$ cat config.mk
export PLATFORM = sky130hd
export DESIGN_NAME = md_seq_ctrl
export DESIGN_NICKNAME = d
export VERILOG_FILES = /design/src/rtl/md_pkg.sv /design/src/rtl/md_iter_step.sv /design/src/rtl/md_seq_ctrl.sv
export SDC_FILE = /design/constraint.sdc
export NUM_CORES = 1
export LEC_CHECK = 0
export ABC_AREA = 1
export CORE_MARGIN = 3
export CORE_UTILIZATION = 40
export CTS_BUF_LIST = sky130_fd_sc_hd__clkbuf_8
export DETAILED_ROUTE_END_ITERATION = 8
export PLACE_DENSITY = 0.58
export SKIP_CTS_REPAIR_TIMING = 1
export SLEW_MARGIN = 25
export SYNTH_ARGS = -nofsm -noshare
export SYNTH_HDL_FRONTEND = slang
export SYNTH_SLANG_ARGS = --single-unit
$ cat constraint.sdc
create_clock -name clk -period 3.45 [get_ports clk]
set_input_delay 0.5175 -clock clk [delete_from_list [all_inputs] [get_ports clk]]
set_output_delay 0.5175 -clock clk [all_outputs]
set_load 0.005 [all_outputs]
$ cat src/rtl/md_pkg.sv
// -----------------------------------------------------------------------------
// md_pkg -- shared definitions for the sequential multiply/divide unit.
//   MD_ITER    : iteration cycles per operation (one result bit per cycle)
//   md_op_e    : operation encoding carried on the op port
//   md_state_e : controller FSM states
// -----------------------------------------------------------------------------
package md_pkg;

  localparam int MD_ITER = 32;

  typedef enum logic [1:0] {
    OP_MULT  = 2'b00,
    OP_MULTU = 2'b01,
    OP_DIV   = 2'b10,
    OP_DIVU  = 2'b11
  } md_op_e;

  typedef enum logic [1:0] {
    ST_IDLE = 2'b00,
    ST_RUN  = 2'b01,
    ST_DONE = 2'b10
  } md_state_e;

endpackage

$ cat src/rtl/md_iter_step.sv
// -----------------------------------------------------------------------------
// md_iter_step -- one combinational iteration of the sequential mul/div.
// Both operations share a 64-bit working register {upper, lower}:
//   multiply : upper = partial product, lower = remaining multiplier bits
//   divide   : upper = partial remainder, lower = dividend / quotient bits
// Ports:
//   is_div_i : 1 = restoring-divide step, 0 = shift-add multiply step
//   acc_i    : working register before the step
//   opnd_i   : multiplicand or divisor (magnitude)
//   acc_o    : working register after the step
// Build option: MD_SEQ_DIV_EN includes the divide step; otherwise only the
// multiply step exists and is_div_i is ignored.
// -----------------------------------------------------------------------------
module md_iter_step (
  input  logic        is_div_i,
  input  logic [63:0] acc_i,
  input  logic [31:0] opnd_i,
  output logic [63:0] acc_o
);

  logic [32:0] sum;

`ifdef MD_SEQ_DIV_EN
  logic [32:0] shifted;
  logic [33:0] diff;
`else
  logic        unused_is_div;
  assign unused_is_div = is_div_i;
`endif

  always_comb begin
    // Add the multiplicand when the current multiplier LSB is set, then shift
    // the 65-bit {carry, upper, lower} right by one.
    sum   = {1'b0, acc_i[63:32]} + (acc_i[0] ? {1'b0, opnd_i} : 33'd0);
    acc_o = {sum, acc_i[31:1]};
`ifdef MD_SEQ_DIV_EN
    // Shift the next dividend bit into the remainder and try subtracting the
    // divisor; keep the difference only if it did not go negative.
    shifted = acc_i[63:31];
    diff    = {1'b0, shifted} - {2'b00, opnd_i};
    if (is_div_i) begin
      if (!diff[33]) acc_o = {diff[31:0], acc_i[30:0], 1'b1};
      else           acc_o = {shifted[31:0], acc_i[30:0], 1'b0};
    end
`endif
  end

endmodule

$ cat src/rtl/md_seq_ctrl.sv
// -----------------------------------------------------------------------------
// md_seq_ctrl -- sequential MULT/MULTU/DIV/DIVU unit with HI/LO registers.
// An accepted operation stalls the pipeline for ITER+1 cycles, runs one
// iteration per cycle, writes sign-corrected HI/LO and pulses done.
// Ports:
//   clk          : clock, rising edge
//   reset        : asynchronous, active-low reset
//   start        : valid MULT/MULTU/DIV/DIVU in ID/EX
//   op           : 00 MULT, 01 MULTU, 10 DIV, 11 DIVU
//   src_a/src_b  : forwarded rs / rt operands
//   flush        : abort any operation, no HI/LO update
//   stall        : hold IF/ID/EX
//   busy         : iteration in progress (MFHI/MFLO interlock)
//   done         : one-cycle completion pulse
//   div_by_zero  : pulses with done on a divide by zero
//   hi/lo        : architectural HI/LO
// Build option: MD_SEQ_DIV_EN enables divide; without it divide starts are
// ignored and div_by_zero is tied low.
// -----------------------------------------------------------------------------
module md_seq_ctrl
  import md_pkg::*;
#(
  parameter int ITER = MD_ITER
) (
  input  logic        clk,
  input  logic        reset,
  input  logic        start,
  input  logic [1:0]  op,
  input  logic [31:0] src_a,
  input  logic [31:0] src_b,
  input  logic        flush,
  output logic        stall,
  output logic        busy,
  output logic        done,
  output logic        div_by_zero,
  output logic [31:0] hi,
  output logic [31:0] lo
);

  localparam logic [4:0] LAST = 5'(ITER - 1);

  md_state_e   state_q, state_d;
  logic [4:0]  cnt_q, cnt_d;
  logic [63:0] acc_q, acc_d;
  logic [31:0] opnd_q, opnd_d;
  logic        is_div_q, is_div_d;
  logic        sa_q, sa_d;           // operand A was negative (signed op)
  logic        sb_q, sb_d;           // operand B was negative (signed op)
  logic [31:0] hi_q, hi_d, lo_q, lo_d;

  logic        op_ok, accept, is_signed, sa, sb;
  logic [31:0] abs_a, abs_b, res_hi, res_lo;
  logic [63:0] step_acc, prod;

`ifdef MD_SEQ_DIV_EN
  logic dbz_q, dbz_d;
  assign op_ok = 1'b1;
`else
  assign op_ok = ~op[1];
`endif

  assign accept    = (state_q == ST_IDLE) && start && !flush && op_ok;
  assign is_signed = (op == OP_MULT) || (op == OP_DIV);
  assign sa        = is_signed & src_a[31];
  assign sb        = is_signed & src_b[31];
  assign abs_a     = sa ? -src_a : src_a;
  assign abs_b     = sb ? -src_b : src_b;

  md_iter_step u_step (
    .is_div_i (is_div_q),
    .acc_i    (acc_q),
    .opnd_i   (opnd_q),
    .acc_o    (step_acc)
  );

  // Sign correction is applied to the final step's output so HI/LO are
  // written on the same edge the last iteration completes.
  always_comb begin
    prod   = (sa_q ^ sb_q) ? -step_acc : step_acc;
    res_hi = prod[63:32];
    res_lo = prod[31:0];
`ifdef MD_SEQ_DIV_EN
    if (is_div_q) begin
      res_lo = (sa_q ^ sb_q) ? -step_acc[31:0]  : step_acc[31:0];
      res_hi = sa_q          ? -step_acc[63:32] : step_acc[63:32];
    end
`endif
  end

  // NOTE: every variable gets a default before the case so no path leaves it unassigned (no latches).
  always_comb begin
    state_d  = state_q;
    cnt_d    = cnt_q;
    acc_d    = acc_q;
    opnd_d   = opnd_q;
    is_div_d = is_div_q;
    sa_d     = sa_q;
    sb_d     = sb_q;
    hi_d     = hi_q;
    lo_d     = lo_q;
`ifdef MD_SEQ_DIV_EN
    dbz_d    = 1'b0;
`endif
    if (flush) begin
      state_d = ST_IDLE;
    end else begin
      case (state_q)
        ST_IDLE: begin
          if (accept) begin
            state_d  = ST_RUN;
            cnt_d    = 5'd0;
            acc_d    = {32'd0, abs_a};
            opnd_d   = abs_b;
            is_div_d = op[1];
            sa_d     = sa;
            sb_d     = sb;
`ifdef MD_SEQ_DIV_EN
            if (op[1] && (src_b == 32'd0)) begin
              state_d = ST_DONE;
              hi_d    = src_a;
              lo_d    = 32'hFFFF_FFFF;
              dbz_d   = 1'b1;
            end
`endif
          end
        end
        ST_RUN: begin
          acc_d = step_acc;
          cnt_d = cnt_q + 5'd1;
          if (cnt_q == LAST) begin
            state_d = ST_DONE;
            hi_d    = res_hi;
            lo_d    = res_lo;
          end
        end
        ST_DONE: state_d = ST_IDLE;
        default: state_d = ST_IDLE;
      endcase
    end
  end

  // NOTE: operand and accumulator registers are reset too, so an aborted operation leaves no residue.
  always_ff @(posedge clk or negedge reset) begin
    if (!reset) begin
      state_q  <= ST_IDLE;
      cnt_q    <= 5'd0;
      acc_q    <= 64'd0;
      opnd_q   <= 32'd0;
      is_div_q <= 1'b0;
      sa_q     <= 1'b0;
      sb_q     <= 1'b0;
      hi_q     <= 32'd0;
      lo_q     <= 32'd0;
`ifdef MD_SEQ_DIV_EN
      dbz_q    <= 1'b0;
`endif
    end else begin
      // NOTE: non-blocking assignments so every register samples pre-edge values.
      state_q  <= state_d;
      cnt_q    <= cnt_d;
      acc_q    <= acc_d;
      opnd_q   <= opnd_d;
      is_div_q <= is_div_d;
      sa_q     <= sa_d;
      sb_q     <= sb_d;
      hi_q     <= hi_d;
      lo_q     <= lo_d;
`ifdef MD_SEQ_DIV_EN
      dbz_q    <= dbz_d;
`endif
    end
  end

  assign stall = accept || (state_q == ST_RUN);
  assign busy  = (state_q == ST_RUN);
  assign done  = (state_q == ST_DONE) && !flush;
`ifdef MD_SEQ_DIV_EN
  assign div_by_zero = done && dbz_q;
`else
  assign div_by_zero = 1'b0;
`endif
  assign hi = hi_q;
  assign lo = lo_q;

endmodule

* Yosys cells after proc, flatten, opt, wreduce, memory -nomap -nowiden
Cells that the tools add are included.
Word-level totals: register bits 169, input port bits 70, output and inout bits 68, logic and storage cells 51
Operators by class: add/subtract/negate cells 5, equality and inequality tests 7, muxes and demuxes 12, bitwise logic cells 5, reductions and logical operators 14
Operator list (number):
- $mux W64 | 2
- $pmux W64 S2 | 1
- $mux W32 | 3
- $neg A32 Y32 | 2
- $neg A64 Y64 | 1
- $add A32 B33 Y33 | 1
- $pmux W5 S2 | 1
- $reduce_and A3 Y1 | 3
- $mux W2 | 3
- $add A5 B1 Y5 const B | 1
- $eq A5 B5 Y1 const B | 1
- $mux W5 | 1
- $eq A2 B2 Y1 const B | 2
- $logic_and A1 B1 Y1 | 4
- $logic_not A2 Y1 | 2
- $pmux W2 S2 | 1
- $ne A3 B2 Y1 const B | 1
- $ne A3 B3 Y1 const B | 1
- $and A1 B1 Y1 | 2
- $eq A2 B1 Y1 const B | 1
- $logic_or A1 B1 Y1 | 2
- $ne A2 B2 Y1 const B | 1
- $not A1 Y1 | 2
- $reduce_and A2 Y1 | 1
- 3 further kinds | 3

* Longest topological paths before layout
Gate-level depths: netlist of the first run.
word-level depth 7, depth in mapped cells 26, mapped depth without buffers 23

* By module
A second synthesis of the first run with hierarchy kept.
Second synthesis, totals: cell total of the unflattened synthesis 2128, area total of the unflattened synthesis 13460.4 um^2
Modules (own cells, without submodules):
- md_seq_ctrl | times used 1, cells an instance 1525, area an instance 10590.2 um^2, sequential area each 4254.1 um^2
- md_iter_step | times used 1, cells an instance 603, area an instance 2870.3 um^2, sequential area each 0.0 um^2

* Worst setup path after synthesis of the first run
OpenSTA, ideal clock, no wires.
kind register -> register, start reg acc_q[0], end reg hi_q[30] (netlist: hi[30]), setup time 117 ps, arrival 2729 ps, slack 604 ps, cell stages (with the launch flop) 21, path buffers 2, clock period less this slack 2846 ps, cells stage by stage dfrtp_1 > clkbuf_1 > clkbuf_1 > nand2_1 > inv_1 > ha_1 > fa_1 > nand2_1 > nand2_1 > nand3_1 > nand2_2 > xnor2_2 > nand3_1 > nor2_1 > nand3_1 > nand2_2 > nand2_4 > nor2_4 > nand3_1 > nand3_1 > nand2_1
Between the ends: word-level cells in the longest chain between the ends 4
Ends and longest elaborated chain:
- from (decl) | RTL line md_seq_ctrl.sv:44 | logic [63:0] acc_q, acc_d;
- from (signal assigned) | RTL line md_seq_ctrl.sv:147 | acc_q <= 64'd0;
- from (signal assigned) | RTL line md_seq_ctrl.sv:161 | acc_q <= acc_d;
- $mux W32 (*) | RTL line md_iter_step.sv:34 | sum = {1'b0, acc_i[63:32]} + (acc_i[0] ? {1'b0, opnd_i} : 33'd0);
- $add A32 B33 Y33 (*) | RTL line md_iter_step.sv:34
- $neg A64 Y64 | RTL line md_seq_ctrl.sv:79 | prod = (sa_q ^ sb_q) ? -step_acc : step_acc;
- $mux W64 (*) | RTL line md_seq_ctrl.sv:79
- to (signal assigned) | RTL line md_seq_ctrl.sv:166 | hi_q <= hi_d;
- to (decl) | RTL line md_seq_ctrl.sv:49 | logic [31:0] hi_q, hi_d, lo_q, lo_d;
Mark *: on every way between the ends. The rest lies on a longest branch, timed or not. A chain may end at the register's enable or synchronous reset.

* Worst setup path after layout of the first run
start reg acc_q[0], end reg hi_q[29] (netlist: hi[29])
The elaborated chain is that of the path after synthesis.

==> results.yml, run 1 <==
logic_synthesis:
  syn-instance-count: 1869
  ys_seq_elements: 169
  synth-edff-count: 0
  seq_area_frac_synth: 0.340
  syn-mean-instance-area_um2: 6.66
  yosys.cell_types.count: 52
  netlist_area_mm2: 0.0125
  ys.warnings.count: 0
  syn_nets: 1977
  top_ff_cell_synth: "sky130_fd_sc_hd__dfrtp_1"
  ys_async_sr_fraction: 1.00
setup_path:
  timing.critical_path.from_type: "flip-flop"
  critPathBufInv: 3
  critPathMaxFanout: 31
  timing.critical_path.slowest_stage_cell: "sky130_fd_sc_hd__dfrtp_1"
  critical_path.top_delay_family: "simple AND/OR/NAND/NOR gates"
  path_common_cell: "sky130_fd_sc_hd__nand2_1"
  critical_path.cell_chain: "buf_12 > nand2_1 > inv_1 > ha_1 > nand2_1 > nor2_1 > inv_1 > nor2_1 > nand2_1 > nand2_1 > nand2_1 > nand2_2 > nand2_1 > nor2_1 > nand3_1 > nand2_1 > nand3_1 > nand3_1 > nand2_1"
  worst_path_largest_cell_delay_ns: 0.42
  cp_data_required_time_ns: 3.82
  worst-endpoint-arrival_ns: 3.59
  critPathKind: "flip-flop to flip-flop"
  endpoint_kind: "flip-flop"
clocking:
  tritoncts: "done"
  clk_latency_ns: 0.47
  tritoncts.num_buffers: 17
  cts-root-to-sink-buffers: 2
  cts_htree_levels: 4
  cts_sinks: 169
  cts.root.buffer_cell: "sky130_fd_sc_hd__clkbuf_8"
  clkTransAtPathRegs_ns: 0.10
timing:
  hold_viol_final: 0
  timing_worst_slew_pin_value_ns: 0.787
  min_period_ns: 3.23
  grt_setup_unrepaired: "false"
  timing.final.ws_setup_ns: 0.224
  max_freq_ghz: 0.310
  timing.final.crit_share: 0.935
  timing.max_slew.rel_slack: 0.472
  fin_setup_tns_ns: 0
  final_number_of_max_transition_violations: 0
  setup_violations: 0
  finClkSkew_ns: 0.0207
die:
  design.portCount: 138
  core.rowCount: 63
  floorplan.initialDensity: 0.412
  die-height_um: 182
  die_w_um: 182
  core_mm2: 0.0302
  floorplan.die_area_mm2: 0.0333
route:
  via_count: 12200
  route.detailed.drc: 0
  via_per_inst: 5.10
  post_drt_wl_per_cell_um: 16.7
  detailedRoute.firstPassIterationCount: 7
  detail_route.wirelength_um: 40100
  count_of_nets_left_with_antenna_violations_after_detail_routing: 0
  detailedRoute.firstIterationViolations: 1031
final_layout:
  layoutNonFillerInstCount: 2397
  fillerInstances: 3094
  nets: 2103
  antenna_cells: 0
  synthToLayoutAreaGrowth_pct: 18.4
  drive_gt1_frac: 0.0713
placed_design:
  dpl.hpwl_um: 30900
  dp_cells: 2366
  detailedPlace.worstSlack_ns: 0.229
  buffer_ports.inserted: 136
  gp_congestion: 0.975
global_routing:
  globalRouteOverflowTotal: 0
  groute.usage.overall: 0.242
  grt_antenna_before_repair: 0
  grt_pass1_vias: 11600
  wire_length_of_the_first_global_routing_pass_um: 64400
  grt_start_max_net_pins: 76
power:
  pd_cells_mw_per_mm2: 607
  sequentialPowerShare: 0.298
  power.net_switching_mw: 4.36
  max-vdd-ir-drop_mv: 0.296
  power.share.clock: 0.165
  switching_share: 0.487
  p_leak_nw: 7.47
  cellInternalPower_mw: 4.59
  comb_power_share: 0.538
run:
  timing.max_cap.violations: 0
hold_path:
  min_path_type: "primary input to asynchronous set/reset pin"
status:
  status: "complete, no violations"
## metal layers
| layer | track usage | vias to the layer above | wire, um |
|---|---|---|---|
| li1 | - | 6190 | - |
| met1 | 0.379 | 5671 | 20600 |
| met2 | 0.362 | 352 | 16900 |
| met3 | 0.0297 | 20 | 2320 |
| met4 | 0.0399 | 0 | 298 |
| met5 | 0 | - | 0 |
## power by group through the flow
stage | Combinational (mW) | Clock, mW | Sequential [mW]
4_1_cts | 4.73 | 1.52 | 2.65
2_1_floorplan | 3.30 | 0 | 2.56
6_report | 4.81 | 1.47 | 2.66
3_3_place_gp | 4.68 | 0 | 2.69
5_1_grt | 5.37 | 1.59 | 2.71
3_5_place_dp | 4.71 | 0 | 2.69
## final timing paths
kind                          start   endpoint  slack [ns]  depth (start not counted)
max reg2reg                acc_q[0]     hi[29]        0.22                         19
max in group asynchronous     reset  acc_q[59]        2.55                          2
min in group clk              hi[9]      hi[9]        0.49                          2
min                           reset     lo[19]        0.07                          1
max                        acc_q[0]     hi[29]        0.22                         19
min reg2reg                   hi[9]      hi[9]        0.49                          2
## final cells by class
type	instances	area, um^2	area share
Tap cell	390	488	0.0331
Inverter	249	935	0.0634
Sequential cell	169	4230	0.287
Timing Repair Buffer	163	1620	0.110
Multi-Input combinational cell	1395	7090	0.481
Clock buffer	17	234	0.0159
Clock inverter	14	149	0.0101
## stage by stage
stage               hold slack [ns]   util  power (mW)  instance area, um^2
floorplan                     0.222      -        5.86                12500
global placement              0.465  0.475        7.37                14300
detailed placement            0.473  0.475        7.40                14300
CTS                           0.101  0.488        8.90                14700
global route                  0.108  0.488        9.68                14700
finish                       0.0679  0.488        8.95                14700
## flip-flops by register name, indices dropped and copies added, names as in the netlist
name,count
lo,32
hi,32
state_q,2
sa_q,1
cnt_q,5
sb_q,1
acc_q,64
opnd_q,32
## worst reg2reg max path, stage by stage, from the launching register on
cell,delay (ns)
sky130_fd_sc_hd__dfrtp_1,0.42
sky130_fd_sc_hd__buf_12,0.19
sky130_fd_sc_hd__nand2_1,0.08
sky130_fd_sc_hd__inv_1,0.05
sky130_fd_sc_hd__ha_1,0.39
sky130_fd_sc_hd__nand2_1,0.16
sky130_fd_sc_hd__nor2_1,0.18
sky130_fd_sc_hd__inv_1,0.09
sky130_fd_sc_hd__nor2_1,0.27
sky130_fd_sc_hd__nand2_1,0.15
sky130_fd_sc_hd__nand2_1,0.10
sky130_fd_sc_hd__nand2_1,0.06
sky130_fd_sc_hd__nand2_2,0.13
sky130_fd_sc_hd__nand2_1,0.07
sky130_fd_sc_hd__nor2_1,0.16
sky130_fd_sc_hd__nand3_1,0.22
sky130_fd_sc_hd__nand2_1,0.17
sky130_fd_sc_hd__nand3_1,0.10
sky130_fd_sc_hd__nand3_1,0.09
sky130_fd_sc_hd__nand2_1,0.06
## Yosys cell counts (2+ instances only)
library cell               count  area share
sky130_fd_sc_hd__nor3_1       17      0.0068
sky130_fd_sc_hd__a31oi_1       9      0.0045
sky130_fd_sc_hd__clkinv_1      4      0.0012
sky130_fd_sc_hd__nand3_2       3      0.0024
sky130_fd_sc_hd__and2_1        3      0.0015
sky130_fd_sc_hd__and3_1        3      0.0015
sky130_fd_sc_hd__a21oi_1      70       0.028
sky130_fd_sc_hd__nand2_1     585        0.18
sky130_fd_sc_hd__o21ai_0     181       0.073
sky130_fd_sc_hd__o21ai_2       2      0.0014
sky130_fd_sc_hd__o21bai_1      4      0.0024
sky130_fd_sc_hd__nor2_2       10      0.0050
sky130_fd_sc_hd__nand3_1      92       0.037
sky130_fd_sc_hd__buf_2         5      0.0020
sky130_fd_sc_hd__nor2_1      162       0.049
sky130_fd_sc_hd__dfrtp_1     169        0.34
sky130_fd_sc_hd__inv_2        15      0.0045
sky130_fd_sc_hd__nand2_4       4      0.0036
sky130_fd_sc_hd__o211ai_1      8      0.0048
sky130_fd_sc_hd__nand4_1      22       0.011
sky130_fd_sc_hd__ha_1         37       0.037
sky130_fd_sc_hd__inv_1       230       0.069
sky130_fd_sc_hd__o31ai_1      11      0.0066
sky130_fd_sc_hd__nand2_2      27       0.014
sky130_fd_sc_hd__nand3b_1     12      0.0072
sky130_fd_sc_hd__o221ai_1      2      0.0014
sky130_fd_sc_hd__o21ai_1       6      0.0024
sky130_fd_sc_hd__xnor2_2       4      0.0052
sky130_fd_sc_hd__nor4_1        5      0.0025
sky130_fd_sc_hd__xnor2_1      22       0.015
sky130_fd_sc_hd__nor2_4        6      0.0054
sky130_fd_sc_hd__clkbuf_1     48       0.014
sky130_fd_sc_hd__xor2_1       69       0.049
sky130_fd_sc_hd__nor3_2        3      0.0024
sky130_fd_sc_hd__or2_0         2      0.0010
## logic make-up after synthesis
kind of cell             count (synthesis)  share of synthesized area
AO/OA/AOI/OAI                          300                      0.129
XOR/XNOR                                95                     0.0692
other                                    1                   0.000301
buffers and inverters                  305                     0.0934
adder cells (fa/ha/maj)                 38                     0.0388
AND/OR/NAND/NOR                        961                      0.330
flip-flops                             169                      0.340
## placed cells by master (no fill, tap or decap), drive strengths merged, types with 2 or more instances in the layout
master	instances
dfrtp	169
nand2	616
xnor2	26
or2	3
clkinvlp	3
bufinv	2
nor3	20
nand3b	12
nor2	178
clkbuf	17
o31ai	11
o21ai	189
xor2	69
clkdlybuf4s50	135
o21bai	4
o221ai	2
and3	3
ha	37
and2	4
nor4	6
a31oi	9
clkinv	9
nand4	22
inv	249
a21oi	71
o211ai	8
nand3	95
buf	28
Power figures use the tool's default switching activity.
==> run 2: changes to the inputs <==
--- a/config.mk
+++ b/config.mk
@@ -7,10 +7,10 @@
 export LEC_CHECK = 0
 export ABC_AREA = 1
 export CORE_MARGIN = 3
-export CORE_UTILIZATION = 40
+export CORE_UTILIZATION = 55
 export CTS_BUF_LIST = sky130_fd_sc_hd__clkbuf_8
 export DETAILED_ROUTE_END_ITERATION = 8
-export PLACE_DENSITY = 0.58
+export PLACE_DENSITY = 0.76
 export SKIP_CTS_REPAIR_TIMING = 1
 export SLEW_MARGIN = 25
 export SYNTH_ARGS = -nofsm -noshare
==> run 2 against run 1 <==
Net effect: utilization is 17 points higher; global-route usage grew 6.0 points; flip-flop and latch count unchanged; critical path type unchanged.
==> results.yml, run 2 (same netlist as run 1, synthesis figures left out) <==
global_routing:
  wire_length_of_the_first_global_routing_pass_um: 59100
  globalRouteOverflowTotal: 0
  grt_pass1_vias: 11400
  grt_antenna_before_repair: 0
  grt_start_max_net_pins: 94
  groute.usage.overall: 0.302
setup_path:
  critPathKind: "flip-flop to flip-flop"
  timing.critical_path.from_type: "flip-flop"
  timing.critical_path.slowest_stage_cell: "sky130_fd_sc_hd__ha_2"
  regToRegStartpoint: "acc_q[0]"
  path_common_cell: "sky130_fd_sc_hd__nand2_1"
  timing.reg2reg.worst_path_depth: 19
  critPathMaxFanout: 32
  endpoint_kind: "flip-flop"
  critical_path.top_delay_family: "simple AND/OR/NAND/NOR gates"
  cp_data_required_time_ns: 3.80
  r2r_end: "hi[21]"
  r2r_slack_ns: 0.23
  crit_path_cell_count: 19
  critical_path.cell_chain: "buf_12 > nand2_1 > inv_1 > ha_2 > nand2_2 > nor2_2 > nand2_1 > nor2_1 > nand2_1 > nand4_1 > nand2_1 > inv_2 > nand2_1 > nor2_1 > nand3_1 > nand2_1 > nand2_1 > nand3_1 > nand2_1"
  critPathBufInv: 3
  worst_path_largest_cell_delay_ns: 0.43
  worst-endpoint-arrival_ns: 3.57
timing:
  max_freq_ghz: 0.310
  setup_violations: 0
  smallest_hold_slack_ns: 0.0966
  timing_worst_slew_pin_value_ns: 0.873
  hold_viol_final: 0
  fin_setup_tns_ns: 0
  finClkSkew_ns: 0.0181
  timing.max_slew.rel_slack: 0.418
  grt_setup_unrepaired: "false"
  final_number_of_max_transition_violations: 0
  timing.final.crit_share: 0.934
  min_period_ns: 3.22
final_layout:
  register_area_mm2: 0.00423
  max_flop_register: "acc_q"
  antenna_cells: 0
  highest_count_cells_in_the_layout_ignoring_fill_and_taps: "sky130_fd_sc_hd__nand2_1, sky130_fd_sc_hd__inv_1, sky130_fd_sc_hd__o21ai_0"
  drive_gt1_frac: 0.0679
  multi_input_comb_area_mm2: 0.00708
  max_ffs_per_register: 64
  mostFrequentLayoutCell: "sky130_fd_sc_hd__nand2_1"
  nets: 2100
  synthToLayoutAreaGrowth_pct: 17.1
  fillerInstances: 2022
run:
  timing.max_cap.violations: 0
hold_path:
  min_path_type: "primary input to asynchronous set/reset pin"
power:
  power.net_switching_mw: 4.20
  cellInternalPower_mw: 4.56
  comb_power_share: 0.527
  p_leak_nw: 7.47
  power.share.clock: 0.170
  sequentialPowerShare: 0.302
  switching_share: 0.480
  max-vdd-ir-drop_mv: 0.304
  pd_cells_mw_per_mm2: 600
die:
  design.portCount: 138
  die_w_um: 156
  die-height_um: 156
  core.rowCount: 54
  floorplan.die_area_mm2: 0.0245
  floorplan.initialDensity: 0.565
  core_mm2: 0.0220
clocking:
  cts-root-to-sink-buffers: 2
  clkTransAtPathRegs_ns: 0.11
  clk_latency_ns: 0.48
  cts_htree_levels: 4
  tritoncts: "done"
  cts_sinks: 169
  cts.root.buffer_cell: "sky130_fd_sc_hd__clkbuf_8"
  tritoncts.num_buffers: 17
route:
  via_per_inst: 5.38
  detailedRoute.firstIterationViolations: 1053
  post_drt_wl_per_cell_um: 16.1
  detailedRoute.firstPassIterationCount: 6
  count_of_nets_left_with_antenna_violations_after_detail_routing: 0
  detail_route.wirelength_um: 36900
  route.detailed.drc: 0
  via_count: 12300
placed_design:
  gp_congestion: 1.04
  dpl.hpwl_um: 28700
  buffer_ports.inserted: 136
status:
  status: "complete, no violations"
-- run 2: layer usage --
layer	share of wire	wire length [um]	track usage	up-vias
met5	0	0	0	-
met4	0.024	897	0.0788	0
met3	0.071	2600	0.0520	60
met2	0.43	15900	0.456	454
met1	0.47	17500	0.451	5604
li1	-	-	-	6180
-- run 2: power by group through the flow --
stage / combinational [mW] / clock, mW / sequential, mW
floorplan: 3.30 / 0 / 2.56
global placement: 4.49 / 0 / 2.67
detailed placement: 4.53 / 0 / 2.67
CTS: 4.56 / 1.51 / 2.64
global route: 5.15 / 1.58 / 2.69
finish: 4.62 / 1.49 / 2.65
-- run 2: through the flow --
step           setup WS [ns]  total power [mW]  cell area, um^2  instances   util
2_1_floorplan          0.604              5.86            12500       1869      -
6_report               0.228              8.76            14600       2284  0.662
3_5_place_dp           0.262              7.21            14200       2253  0.644
4_1_cts                0.243              8.71            14600       2284  0.662
5_1_grt               0.0220              9.42            14600       2284  0.662
3_3_place_gp           0.271              7.16            14200       2253  0.644
-- run 2: layout make-up --
cell class	instances	share of cell area
well taps	280	0.0240
clock inverters	14	0.0115
inverters	249	0.0641
flip-flops and latches	169	0.290
multi-input cells	1395	0.485
clock buffers	17	0.0160
repair buffers	160	0.109
-- run 2: worst max path at each step --
| stage | startpoint | to | slack, ns |
|---|---|---|---|
| after floorplan | acc_q[0] | hi[30] | 0.60 |
| after global placement | acc_q[0] | hi[29] | 0.27 |
| after detailed placement | acc_q[0] | hi[21] | 0.26 |
| after CTS | acc_q[0] | hi[21] | 0.24 |
| after global routing | acc_q[0] | hi[21] | 0.02 |
| final | acc_q[0] | hi[21] | 0.23 |
